$ cat config.mk
export PLATFORM = sky130hd
export DESIGN_NAME = note_select
export DESIGN_NICKNAME = d
export VERILOG_FILES = /design/src/rtl/note_select.sv
export SDC_FILE = /design/constraint.sdc
export NUM_CORES = 1
export LEC_CHECK = 0
export ABC_AREA = 1
export BUFFER_PORTS_ARGS = -buffer_cell sky130_fd_sc_hd__buf_2
export CAP_MARGIN = 20
export CORE_MARGIN = 5
export CORE_UTILIZATION = 66
export DETAILED_ROUTE_END_ITERATION = 7
export PLACE_DENSITY = 0.84
export REMOVE_ABC_BUFFERS = 1
export SLEW_MARGIN = 20
export SYNTH_ARGS = -nofsm -noshare
export SYNTH_HDL_FRONTEND = slang
export SYNTH_SLANG_ARGS = --single-unit
export TNS_END_PERCENT = 50
$ cat constraint.sdc
create_clock -name clk -period 4.05 [get_ports clk]
set_input_delay 0.6075 -clock clk [delete_from_list [all_inputs] [get_ports clk]]
set_output_delay 0.6075 -clock clk [all_outputs]
set_load 0.01 [all_outputs]
$ cat src/rtl/note_select.sv
// Key bank to tone frequency: 2-flop sync, per-key debounce, priority select,
// octave scaling with saturation, and a registered output with change pulse.
module note_select #(
    parameter int NUM_KEYS        = 8,
    parameter int FREQ_W          = 12,
    parameter int DEBOUNCE_CYCLES = 50000,
    parameter int PRIORITY_MODE   = 0
) (
    input  logic                clk,
    input  logic                rst,
    input  logic [NUM_KEYS-1:0] key_in,
    input  logic [1:0]          octave,
    output logic [FREQ_W-1:0]   freq,
    output logic [2:0]          note_idx,
    output logic                note_active,
    output logic                note_change
);

    localparam int CNT_W = (DEBOUNCE_CYCLES > 1) ? $clog2(DEBOUNCE_CYCLES) : 1;
    localparam logic [CNT_W-1:0] CNT_MAX = CNT_W'(DEBOUNCE_CYCLES - 1);
    localparam logic [31:0] MAX_F = 32'((64'd1 << FREQ_W) - 64'd1);

    logic [NUM_KEYS-1:0] s1, sk, db, db_nxt, rise;
    logic [CNT_W-1:0]    cnt     [NUM_KEYS];
    logic [CNT_W-1:0]    cnt_nxt [NUM_KEYS];
    logic [2:0]          last, rise_idx, low_idx, sel;
    logic [7:0]          db8;
    logic                any_key;
    logic [13:0]         base, scaled;
    logic [31:0]         wide;
    logic [FREQ_W-1:0]   freq_nxt;
    logic [2:0]          idx_nxt;

    function automatic logic [13:0] base_of(input logic [2:0] k);
        case (k)
            3'd0:    base_of = 14'd440;
            3'd1:    base_of = 14'd493;
            3'd2:    base_of = 14'd523;
            3'd3:    base_of = 14'd587;
            3'd4:    base_of = 14'd659;
            3'd5:    base_of = 14'd698;
            3'd6:    base_of = 14'd783;
            default: base_of = 14'd880;
        endcase
    endfunction

    // Counter only runs while the synced level disagrees with the accepted one.
    always_comb begin
        db_nxt = db;
        for (int i = 0; i < NUM_KEYS; i++) begin
            cnt_nxt[i] = '0;
            if (sk[i] != db[i]) begin
                if (cnt[i] == CNT_MAX) db_nxt[i] = sk[i];
                else                   cnt_nxt[i] = cnt[i] + CNT_W'(1);
            end
        end
    end

    assign rise = db_nxt & ~db;

    always_comb begin
        rise_idx = '0;
        for (int i = NUM_KEYS - 1; i >= 0; i--)
            if (rise[i]) rise_idx = 3'(i);
    end

    always_comb begin
        low_idx = '0;
        for (int i = NUM_KEYS - 1; i >= 0; i--)
            if (db[i]) low_idx = 3'(i);
    end

    assign db8     = 8'(db);
    assign any_key = |db;

    // db[last] low covers both "last released" and "nothing held".
    always_comb begin
        sel = low_idx;
        if (PRIORITY_MODE == 1 && db8[last]) sel = last;
    end

    always_comb begin
        base = base_of(sel);
        case (octave)
            2'd0:    scaled = base;
            2'd1:    scaled = base << 1;
            2'd2:    scaled = base << 2;
            default: scaled = base >> 1;
        endcase
        wide = 32'(scaled);
        if (!any_key)          freq_nxt = '0;
        else if (wide > MAX_F) freq_nxt = '1;
        else                   freq_nxt = FREQ_W'(wide);
        idx_nxt = any_key ? sel : 3'd0;
    end

    always_ff @(posedge clk) begin
        if (rst) begin
            s1          <= '0;
            sk          <= '0;
            db          <= '0;
            last        <= '0;
            for (int i = 0; i < NUM_KEYS; i++) cnt[i] <= '0;
            freq        <= '0;
            note_idx    <= '0;
            note_active <= 1'b0;
            note_change <= 1'b0;
        end else begin
            s1          <= key_in;
            sk          <= s1;
            db          <= db_nxt;
            for (int i = 0; i < NUM_KEYS; i++) cnt[i] <= cnt_nxt[i];
            if (|rise) last <= rise_idx;
            freq        <= freq_nxt;
            note_idx    <= idx_nxt;
            note_active <= any_key;
            note_change <= (freq_nxt != freq);
        end
    end

endmodule

==> reports/qor.tcl, run 1 <==
set qor(totalWireLength_um) 14100
set qor(fmaxAchievable_mhz) 460
set qor(cts_max_path_buffers) 2
set qor(dr_total_vias) 6391
set qor(fin_setup_tns_ns) 0
set qor(finalSetupViolCount) 0
set qor(netlist-cell-type-count) 39
set qor(gpl.final_weighted_congestion) 0.925
set qor(hold_crit_depth) 3
set qor(crit-reg2reg-capture) {cnt[0][47]}
set qor(routedWlPerCell_um) 11.6
set qor(drv_cap) 0
set qor(starting_density_pct) 68.2
set qor(layout_worst_path_cycle_share_pct) 53.7
set qor(clock_skew_ns) 0.00760
set qor(cts_setup_buffers) 0
set qor(final.min_clock_period_ns) 2.17
set qor(cts-hold-fix-buffers) 0
set qor(placedCellCount) 1186
set qor(port_buffers) 28
set qor(std_cell_rows) 38
set qor(utilization_pct) 76.3
set qor(ir_worst_vdd_v) 0.000434
set qor(mostFrequentLayoutCells) {sky130_fd_sc_hd__dfxtp_1, sky130_fd_sc_hd__nand2_1, sky130_fd_sc_hd__nor2_1}
set qor(grt_usage_pct) 22.6
set qor(power_per_cell_area_nw_per_um2) 409
set qor(post_cts_resized) 0
set qor(finish.net_count) 1085
set qor(n_fill_cell) 828
set qor(stdcell_count) 1218
set qor(leakage_nw) 3.14
set qor(postSynthRegisterBits) 169
set qor(grt_antenna_before_repair) 0
set qor(post_route_cells_drive_above_1_share_pct) 9.18
set qor(grt_overflow_total) 0
set qor(maximum_number_of_pins_on_one_net_before_global_route_repair) 36
set qor(slew_viol_final) 0
set qor(drt-vias-per-instance) 5.25
set qor(synthCells) 1030
set qor(insertion_delay_to_the_later_sink_of_the_worst_skew_pair_ns) 0.43
set qor(yosys_most_used_dff) {sky130_fd_sc_hd__dfxtp_1}
set qor(clk_pin_slew_worst_paths_ns) 0.06
set qor(mostFrequentLayoutCell) {sky130_fd_sc_hd__dfxtp_1}
set qor(io-pin-count) 29
set qor(ctsRootBufferMaster) {sky130_fd_sc_hd__clkbuf_16}
set qor(postSynth.asyncResetShare_pct) 0
set qor(critical_path.max_fanout) 9
set qor(criticalPathCategory) {register to register}
set qor(max_slew.worst_pin.slew_ns) 0.659
set qor(min-delay-path-class) {input port to register}
set qor(setup.worst_path.start_class) {register}
set qor(synthesis.area_um2) 7450
set qor(grt_setup_unrepaired) {false}
set qor(hold-path-endpoint) {s1[7]}
set qor(dieArea_um2) 13500
set qor(cts.htree.levels) 4
set qor(cts_tree) {yes}
set qor(drt_first_iter_violations) 591
set qor(synth_area_per_cell_um2) 7.24
set qor(num_antenna_cells) 0
set qor(slew-limit-headroom_pct) 56.1
set qor(tritoncts.num_buffers) 17
set qor(r2r.worst_path.cells) 10
set qor(die_w_um) 116
set qor(area_growth_pct) 12.0
set qor(cts.sinks) 169
set qor(crit_required_ns) 4.36
set qor(post_synthesis_sequential_area_ratio_pct) 45.4
set qor(global_route_wire_length_before_repair_um) 24900
set qor(hpwl_um) 9870
set qor(first_global_vias) 5820
set qor(end_kind) {register}
set qor(core_um2) 10900
set qor(status) {finished, final reports clean}
set qor(route.detailed.drc) 0
set qor(reg2reg_slack_ns) 1.88
set qor(die_height_um) 116
set qor(hold_violations) 0
set qor(drt_pre_antenna_iters) 6
set qor(yosys_warnings) 0
set qor(crit-reg2reg-launch) {cnt[0][32]}
set qor(antenna_left) 0
set qor(min_from) {key_in[7]}
set qor(synth_edf_count) 0
set qor(worst-endpoint-arrival_ns) 2.49
cells by family after synthesis:
| kind of cell | after synthesis | share of synthesized area [%] |
|---|---|---|
| AOI/OAI and AO/OA | 159 | 11.5 |
| xor gates and xnor gates | 11 | 1.39 |
| adders and majority gates | 8 | 1.34 |
| buffers and inverters | 168 | 8.48 |
| DFF | 169 | 45.4 |
| and+or+nand+nor | 515 | 31.9 |
sequential cells by signal, summed over array words and instances (netlist names):
signal	flops
note_idx	3
s1	8
db	8
cnt	128
sk	8
freq	12
note_active	1
note_change	1
Yosys cell counts (8+ instances only):
master                     count  area [um2]
sky130_fd_sc_hd__nor2_1      157         589
sky130_fd_sc_hd__or2_2         8        50.1
sky130_fd_sc_hd__nand2_2       8        50.1
sky130_fd_sc_hd__nand2_1     164         616
sky130_fd_sc_hd__nor3_1       48         240
sky130_fd_sc_hd__o21a_1       14         105
sky130_fd_sc_hd__ha_1          8         100
sky130_fd_sc_hd__inv_1       150         563
sky130_fd_sc_hd__nor4_1       13        81.3
sky130_fd_sc_hd__clkbuf_1     11        41.3
sky130_fd_sc_hd__o21ai_0      43         215
sky130_fd_sc_hd__dfxtp_1     169        3380
sky130_fd_sc_hd__nand3_1      51         255
sky130_fd_sc_hd__xor2_1        8        70.1
sky130_fd_sc_hd__nand4_1      30         188
sky130_fd_sc_hd__nor3b_1      11        82.6
sky130_fd_sc_hd__a21oi_1      87         435
per-layer routing:
| metal | track usage [%] | wire length, um | vias up |
|---|---|---|---|
| met5 | 0 | 0 | - |
| met4 | 8.82 | 252 | 0 |
| met3 | 5.08 | 560 | 24 |
| met2 | 37.3 | 6560 | 115 |
| met1 | 29.0 | 6760 | 2819 |
| li1 | - | - | 3433 |
report_power, final:
group          internal [mW]  switching (mW)  total [mW]
clock                   1.04           0.638        1.67
combinational         0.0191          0.0439      0.0630
sequential              1.67         0.00469        1.68
total                   2.73           0.687        3.41
metrics by stage:
step	power [mW]	cell area, um2	setup WS, ns	hold WS, ns
2_1_floorplan	1.75	7410	2.20	0.388
3_3_place_gp	1.77	7720	1.58	0.389
3_5_place_dp	1.77	7720	1.51	0.393
4_1_cts	3.45	8350	1.86	0.383
5_1_grt	3.53	8350	1.58	0.401
6_report	3.41	8350	1.88	0.396
how the worst max path moves through the flow:
stage	startpoint	to	slack, ns	depth (start not counted)
3_3_place_gp	rst	cnt[1][60]	1.58	6
6_report	cnt[0][32]	cnt[0][47]	1.88	10
3_5_place_dp	rst	cnt[0][57]	1.51	6
2_1_floorplan	cnt[1][32]	cnt[1][46]	2.20	16
5_1_grt	cnt[0][32]	cnt[0][47]	1.58	10
4_1_cts	cnt[0][32]	cnt[0][47]	1.86	10
layout make-up:
cell class,instances,area [um2],area share [%]
Multi-Input combinational cell,693,3440,41.2
Sequential cell,169,3380,40.5
Inverter,156,586,7.01
Clock buffer,22,484,5.80
Tap cell,140,175,2.10
Clock inverter,10,141,1.69
Timing Repair Buffer,28,140,1.68
critical path, stage by stage, from the launching register on:
cell	delay, ns
sky130_fd_sc_hd__dfxtp_1	0.37
sky130_fd_sc_hd__ha_1	0.18
sky130_fd_sc_hd__nand2_1	0.08
sky130_fd_sc_hd__nor2_1	0.09
sky130_fd_sc_hd__inv_1	0.05
sky130_fd_sc_hd__nor2_1	0.08
sky130_fd_sc_hd__inv_1	0.06
sky130_fd_sc_hd__nor4_1	0.51
sky130_fd_sc_hd__nor2_1	0.28
sky130_fd_sc_hd__inv_1	0.26
sky130_fd_sc_hd__nor3_1	0.09
No activity file was read; power rests on OpenSTA's default activity.
==> run 2: changes to the inputs <==
Settings changed: CORE_UTILIZATION 66 to 55, PLACE_DENSITY 0.84 to 0.75.
Clock period 4.05 ns to 1.95 ns, I/O delays scaled along.
==> reports/qor.tcl, run 2 (same netlist as run 1, synthesis figures left out) <==
set qor(io-pin-count) 29 ;# unchanged
set qor(critical_path.max_fanout) 4 ;# was 9
set qor(first_global_vias) 6345 ;# was 5,820
set qor(top_register) {cnt} ;# unchanged
set qor(n_fill_cell) 1054 ;# was 828
set qor(r2r.worst_path.cells) 13 ;# was 10
set qor(max_slew.worst_pin.slew_ns) 0.375 ;# was 0.659 ns
set qor(ff_latch_area_um2) 3410 ;# was 3380 um2
set qor(drt-vias-per-instance) 5.20 ;# was 5.25
set qor(clock_skew_ns) 0.00561 ;# was 0.00760 ns
set qor(cts.htree.levels) 4 ;# unchanged
set qor(critPathLaunch) {cnt[1][32]} ;# was cnt[0][32]
set qor(grt_setup_unrepaired) {true} ;# was false
set qor(port_buffers) 28 ;# unchanged
set qor(insertion_delay_to_the_later_sink_of_the_worst_skew_pair_ns) 0.42 ;# was 0.43 ns
set qor(status) {finished, final reports clean} ;# unchanged
set qor(post_route_cells_drive_above_1_share_pct) 22.4 ;# was 9.18%
set qor(utilization_pct) 70.2 ;# was 76.3%
set qor(crit-reg2reg-launch) {cnt[1][32]} ;# was cnt[0][32]
set qor(min-delay-path-class) {input port to register} ;# unchanged
set qor(power_per_cell_area_nw_per_um2) 770 ;# was 409 nW/um2
set qor(fmaxAchievable_mhz) 514 ;# was 460 MHz
set qor(cts-hold-fix-buffers) 0 ;# unchanged
set qor(cts.sinks) 169 ;# unchanged
set qor(criticalPathCategory) {register to register} ;# unchanged
set qor(std_cell_rows) 42 ;# was 38
set qor(pwr-share-comb_pct) 2.2 ;# was 1.8%
set qor(final_cell_area_um2) 9290 ;# was 8350 um2
set qor(clk_pin_slew_worst_paths_ns) 0.06 ;# about the same
set qor(finalSetupViolCount) 0 ;# unchanged
set qor(end_kind) {register} ;# unchanged
set qor(placement.cell_area_um2) 8040 ;# was 7720 um2
set qor(dr_total_vias) 6847 ;# was 6,391
set qor(core_um2) 13200 ;# was 10,900 um2
set qor(setup.worst_path.start_class) {register} ;# unchanged
set qor(crit_chain) {buf_4, nand3_2, nor2_2, nand2_1, inv_1, nand2_1, nor2_4, nand3_4, nor3_4, nand3_2, nor2_2, o21ai_0, a21oi_1} ;# was ha_1, nand2_1, nor2_1, inv_1, nor2_1, inv_1, nor4_1, nor2_1, inv_1, nor3_1
set qor(reg2reg_slack_ns) 0.003 ;# was 1.88 ns
set qor(drt_first_iter_violations) 418 ;# was 591
set qor(p_int_mw) 5.76 ;# was 2.73 mW
set qor(p_switching_mw) 1.40 ;# was 0.687 mW
set qor(gpl.final_weighted_congestion) 0.912 ;# was 0.925
set qor(grt_antenna_before_repair) 0 ;# unchanged
set qor(grt_overflow_total) 0 ;# unchanged
set qor(drt_pre_antenna_iters) 5 ;# was 6
set qor(hold_violations) 0 ;# unchanged
set qor(finish.net_count) 1149 ;# was 1,085
set qor(drv_cap) 0 ;# unchanged
set qor(route.detailed.drc) 0 ;# unchanged
set qor(sequentialPowerShare_pct) 48.6 ;# was 49.1%
set qor(final.min_clock_period_ns) 1.95 ;# was 2.17 ns
set qor(netSwitchingFraction_pct) 19.5 ;# was 20.1%
set qor(worst_hold_slack_ns) 0.0925 ;# was 0.396 ns
set qor(fin_setup_tns_ns) 0 ;# unchanged
set qor(worst-endpoint-arrival_ns) 2.29 ;# was 2.49 ns
set qor(worst_case_setup_slack_after_placement_ns) -0.0500 ;# was 1.51 ns
set qor(reg.largest.list) {cnt x128, freq x12} ;# unchanged
set qor(multi_input_comb_area_um2) 3830 ;# was 3440 um2
set qor(slew-limit-headroom_pct) 74.7 ;# was 56.1%
set qor(die_w_um) 126 ;# was 116 um
set qor(ir_worst_vdd_v) 0.000724 ;# was 0.000434 V
set qor(crit-reg2reg-capture) {cnt[1][47]} ;# was cnt[0][47]
set qor(antenna_left) 0 ;# unchanged
set qor(die_height_um) 126 ;# was 116 um
set qor(critPathSlowestCell) {sky130_fd_sc_hd__dfxtp_2} ;# was sky130_fd_sc_hd__nor4_1
set qor(global_route_wire_length_before_repair_um) 26800 ;# was 24,900 um
set qor(cts_tree) {yes} ;# unchanged
set qor(totalWireLength_um) 16200 ;# was 14,100 um
set qor(dieArea_um2) 16000 ;# was 13,500 um2
set qor(worstSetupEndpoint) {cnt[1][47]} ;# was cnt[0][47]
set qor(tritoncts.num_buffers) 17 ;# unchanged
set qor(hpwl_um) 10600 ;# was 9870 um
set qor(maximum_number_of_pins_on_one_net_before_global_route_repair) 22 ;# was 36
set qor(starting_density_pct) 56.3 ;# was 68.2%
set qor(ctsRootBufferMaster) {sky130_fd_sc_hd__clkbuf_16} ;# unchanged
set qor(cts_max_path_buffers) 2 ;# unchanged
set qor(layout_worst_path_cycle_share_pct) 99.8 ;# was 53.7%
set qor(crit_required_ns) 2.30 ;# was 4.36 ns
set qor(largest_register_ff_count) 128 ;# unchanged
set qor(critical_path.max_stage_delay_ns) 0.35 ;# was 0.51 ns
set qor(area_growth_pct) 24.7 ;# was 12.0%
set qor(timing.final.ws_setup_ns) 0.00350 ;# was 1.88 ns
set qor(leakage_nw) 3.56 ;# was 3.14 nW
set qor(p_clk_share_pct) 49.2 ;# was 49.0%
set qor(routedWlPerCell_um) 12.3 ;# was 11.6 um
set qor(num_antenna_cells) 0 ;# unchanged
set qor(mostFrequentLayoutCells) {sky130_fd_sc_hd__nand2_1, sky130_fd_sc_hd__dfxtp_1, sky130_fd_sc_hd__inv_1} ;# was sky130_fd_sc_hd__dfxtp_1, sky130_fd_sc_hd__nand2_1, sky130_fd_sc_hd__nor2_1
set qor(slew_viol_final) 0 ;# unchanged
set qor(grt_usage_pct) 19.7 ;# was 22.6%
[run 2: through the flow]
step           power (mW)  std cells
2_1_floorplan        3.64       1018
3_3_place_gp         3.71       1258
3_5_place_dp         3.71       1258
4_1_cts              7.21       1299
5_1_grt              7.39       1317
6_report             7.16       1317
[run 2: final cells by class]
type,instances,share of cell area [%]
Inverter,156,6.34
Clock buffer,23,5.14
Timing Repair Buffer,92,6.68
Multi-Input combinational cell,693,41.2
Tap cell,176,2.37
Clock inverter,8,1.53
Sequential cell,169,36.7
[run 2: how the worst min path moves through the flow]
stage | depth (start not counted) | slack (ns) | end | startpoint
global route | 3 | 0.11 | s1[5] | key_in[5]
detailed placement | 2 | 0.40 | sk[6] | s1[6]
CTS | 3 | 0.08 | s1[6] | key_in[6]
finish | 3 | 0.09 | s1[6] | key_in[6]
global placement | 2 | 0.39 | sk[7] | s1[7]
floorplan | 1 | 0.36 | s1[0] | rst
[run 2: power by group through the flow]
| stage | Clock, mW | Combinational (mW) | Sequential (mW) |
|---|---|---|---|
| after floorplan | 0 | 0.0813 | 3.56 |
| after global placement | 0 | 0.150 | 3.56 |
| after detailed placement | 0 | 0.151 | 3.56 |
| after CTS | 3.57 | 0.154 | 3.48 |
| after global routing | 3.73 | 0.180 | 3.48 |
| final | 3.52 | 0.159 | 3.48 |
[run 2: what timing repair did]
action | 4_1_cts | 5_1_grt
endpoints found under the setup margin | 3 | 47
setup buffers | 10 | 18
pin swaps | 10 | 34
resized for setup | 22 | 103
hold endpoints to repair | 0 | 0
[run 2: per-layer routing]
layer	share of wire (%)	up-vias	track usage [%]
li1	-	3569	-
met1	45	3142	24.6
met2	51	115	33.4
met3	3.2	21	4.37
met4	1.1	0	7.19
met5	0	-	0
[run 2: critical path, delay by kind of cell (launching register included)]
kind,cells,cell delay [ns]
AND/OR/NAND/NOR,9,1.11
flip-flops,1,0.35
AO/OA/AOI/OAI,2,0.21
buffers and inverters,2,0.20
==> run 3: changes to the inputs <==
Settings changed: CORE_UTILIZATION 55 to 58, CTS_BUF_LIST from default to sky130_fd_sc_hd__clkbuf_8, PLACE_DENSITY 0.75 to 0.78.
==> reports/qor.tcl, run 3 (same netlist as run 1, synthesis figures left out) <==
set qor(status) {finished with violations} ;# was finished, final reports clean
set qor(failed_checks) {setup timing}
set qor(dr_total_vias) 6732 ;# was 6,847
set qor(power_per_cell_area_nw_per_um2) 677 ;# was 770 nW/um2
set qor(cts_tree) {yes} ;# unchanged
set qor(area_growth_pct) 22.3 ;# was 24.7%
set qor(tritoncts.num_buffers) 17 ;# unchanged
set qor(final.min_clock_period_ns) 2.02 ;# was 1.95 ns
set qor(hpwl_um) 10300 ;# was 10,600 um
set qor(p_switching_mw) 1.31 ;# was 1.40 mW
set qor(drt_first_iter_violations) 421 ;# was 418
set qor(starting_density_pct) 59.1 ;# was 56.3%
set qor(drv_cap) 0 ;# unchanged
set qor(min-delay-path-class) {input port to register} ;# unchanged
set qor(fmaxAchievable_mhz) 496 ;# was 514 MHz
set qor(reg.largest.list) {cnt x128, freq x12} ;# unchanged
set qor(num_antenna_cells) 0 ;# unchanged
set qor(criticalPathCategory) {register to register} ;# unchanged
set qor(worst-endpoint-arrival_ns) 2.35 ;# was 2.29 ns
set qor(die_w_um) 123 ;# was 126 um
set qor(critPathLaunch) {db[6]} ;# was cnt[1][32]
set qor(route.detailed.drc) 0 ;# unchanged
set qor(first_global_vias) 6095 ;# was 6,345
set qor(grt_antenna_before_repair) 0 ;# unchanged
set qor(port_buffers) 28 ;# unchanged
set qor(drt-vias-per-instance) 5.15 ;# was 5.20
set qor(ff_latch_area_um2) 3420 ;# was 3410 um2
set qor(worst_hold_slack_ns) 0.0299 ;# was 0.0925 ns
set qor(gpl.final_weighted_congestion) 0.899 ;# was 0.912
set qor(insertion_delay_to_the_later_sink_of_the_worst_skew_pair_ns) 0.46 ;# was 0.42 ns
set qor(finalSetupViolCount) 1 ;# was 0
set qor(n_fill_cell) 1023 ;# was 1,054
set qor(hold_violations) 0 ;# unchanged
set qor(cts-hold-fix-buffers) 0 ;# unchanged
set qor(reg2reg_slack_ns) -0.07 ;# was 0.003 ns
set qor(clk_pin_slew_worst_paths_ns) 0.08 ;# was 0.06 ns
set qor(top_register) {cnt} ;# unchanged
set qor(utilization_pct) 72.2 ;# was 70.2%
set qor(setup.worst_path.start_class) {register} ;# unchanged
set qor(worstSetupEndpoint) {note_change} ;# was cnt[1][47]
set qor(cts.sinks) 169 ;# unchanged
set qor(cts.htree.levels) 4 ;# unchanged
set qor(grt_setup_unrepaired) {true} ;# unchanged
set qor(io-pin-count) 29 ;# unchanged
set qor(critical_path.max_fanout) 5 ;# was 4
set qor(leakage_nw) 3.51 ;# was 3.56 nW
set qor(slew-limit-headroom_pct) 72.1 ;# was 74.7%
set qor(mostFrequentLayoutCells) {sky130_fd_sc_hd__dfxtp_1, sky130_fd_sc_hd__inv_1, sky130_fd_sc_hd__nand2_1} ;# was sky130_fd_sc_hd__nand2_1, sky130_fd_sc_hd__dfxtp_1, sky130_fd_sc_hd__inv_1
set qor(mostFrequentLayoutCell) {sky130_fd_sc_hd__dfxtp_1}
set qor(std_cell_rows) 41 ;# was 42
set qor(global_route_wire_length_before_repair_um) 25500 ;# was 26,800 um
set qor(totalWireLength_um) 15400 ;# was 16,200 um
set qor(slew_viol_final) 0 ;# unchanged
set qor(layout_worst_path_cycle_share_pct) 103 ;# was 99.8%
set qor(grt_overflow_total) 0 ;# unchanged
set qor(dieArea_um2) 15200 ;# was 16,000 um2
set qor(p_clk_share_pct) 41.1 ;# was 49.2%
set qor(ctsRootBufferMaster) {sky130_fd_sc_hd__clkbuf_8} ;# was sky130_fd_sc_hd__clkbuf_16
set qor(crit_required_ns) 2.29 ;# was 2.30 ns
set qor(end_kind) {register} ;# unchanged
set qor(sequentialPowerShare_pct) 56.3 ;# was 48.6%
set qor(drt_pre_antenna_iters) 5 ;# unchanged
set qor(timing.final.ws_setup_ns) -0.0662 ;# was 0.00350 ns
set qor(core_um2) 12600 ;# was 13,200 um2
set qor(antenna_left) 0 ;# unchanged
set qor(grt_usage_pct) 20.4 ;# was 19.7%
set qor(multi_input_comb_area_um2) 3900 ;# was 3830 um2
set qor(p_int_mw) 4.86 ;# was 5.76 mW
set qor(post_route_cells_drive_above_1_share_pct) 22.8 ;# was 22.4%
set qor(maximum_number_of_pins_on_one_net_before_global_route_repair) 34 ;# was 22
set qor(max_slew.worst_pin.slew_ns) 0.418 ;# was 0.375 ns
set qor(ir_worst_vdd_v) 0.000712 ;# was 0.000724 V
set qor(clock_skew_ns) 0.0135 ;# was 0.00561 ns
set qor(netSwitchingFraction_pct) 21.2 ;# was 19.5%
set qor(crit-reg2reg-launch) {db[6]} ;# was cnt[1][32]
set qor(crit-reg2reg-capture) {note_change} ;# was cnt[1][47]
set qor(cts_max_path_buffers) 2 ;# unchanged
set qor(finish.net_count) 1144 ;# was 1,149
set qor(routedWlPerCell_um) 11.8 ;# was 12.3 um
set qor(die_height_um) 123 ;# was 126 um
set qor(r2r.worst_path.cells) 18 ;# was 13
set qor(largest_register_ff_count) 128 ;# unchanged
set qor(hold_crit_depth) 3 ;# unchanged
set qor(pwr-share-comb_pct) 2.6 ;# was 2.2%
run 3: critical path, stage by stage, from the launching register on:
cell and delay [ns]:
sky130_fd_sc_hd__dfxtp_4 0.37, sky130_fd_sc_hd__inv_2 0.06, sky130_fd_sc_hd__nand2_2 0.05, sky130_fd_sc_hd__nand2_2 0.07, sky130_fd_sc_hd__nand2_2 0.05, sky130_fd_sc_hd__nand2_2 0.07, sky130_fd_sc_hd__nand2_4 0.09, sky130_fd_sc_hd__nand4_1 0.20
sky130_fd_sc_hd__nand2_1 0.13, sky130_fd_sc_hd__nand2_1 0.08, sky130_fd_sc_hd__nand2_1 0.06, sky130_fd_sc_hd__nand2_1 0.09, sky130_fd_sc_hd__nand3_1 0.10, sky130_fd_sc_hd__nand2_1 0.09, sky130_fd_sc_hd__nand2_1 0.05, sky130_fd_sc_hd__nor2_1 0.10
sky130_fd_sc_hd__nand3_2 0.09, sky130_fd_sc_hd__nor2_1 0.10, sky130_fd_sc_hd__nor2_1 0.04
run 3: per-stage QoR:
step / power [mW] / cells / TNS [ns] / worst slack (ns) / instance area [um2]
floorplan: 3.64 / 1018 / 0 / 0.0973 / 7410
global placement: 3.71 / 1251 / 0 / 0.0257 / 8010
detailed placement: 3.71 / 1251 / -0.0781 / -0.0657 / 8010
CTS: 6.22 / 1286 / -0.0245 / -0.0245 / 8500
global route: 6.40 / 1308 / -0.811 / -0.209 / 9110
finish: 6.17 / 1308 / -0.0662 / -0.0662 / 9110
run 3: area by class of cell:
class	count	area share, %
Timing Repair Buffer	87	6.44
Clock buffer	20	3.02
Clock inverter	11	1.43
Tap cell	172	2.36
Multi-Input combinational cell	693	42.8
Sequential cell	169	37.5
Inverter	156	6.48
run 3: worst min path at each step:
stage / start / to
3_3_place_gp: s1[7] / sk[7]
6_report: key_in[3] / s1[3]
4_1_cts: key_in[3] / s1[3]
5_1_grt: key_in[3] / s1[3]
3_5_place_dp: s1[1] / sk[1]
2_1_floorplan: rst / s1[0]
run 3: power by group through the flow:
| stage | logic [mW] | registers [mW] | clock network (mW) |
|---|---|---|---|
| after CTS | 0.149 | 3.48 | 2.59 |
| final | 0.159 | 3.48 | 2.53 |
| after floorplan | 0.0813 | 3.56 | 0 |
| after global placement | 0.147 | 3.56 | 0 |
| after global routing | 0.182 | 3.48 | 2.74 |
| after detailed placement | 0.148 | 3.56 | 0 |
run 3: metal layers:
metal  global-route usage, %  wire length [um]
met5                       0                 0
met4                    8.58               311
met3                    5.17               562
met2                    34.0              7600
met1                    25.1              6980
run 3: what timing repair did:
action / in CTS / in global routing
endpoints found under the setup margin: 4 / 50
pin swaps: 6 / 50
gates resized for setup: 18 / 128
buffers inserted: 4 / 22
hold endpoints to repair: 0 / 0
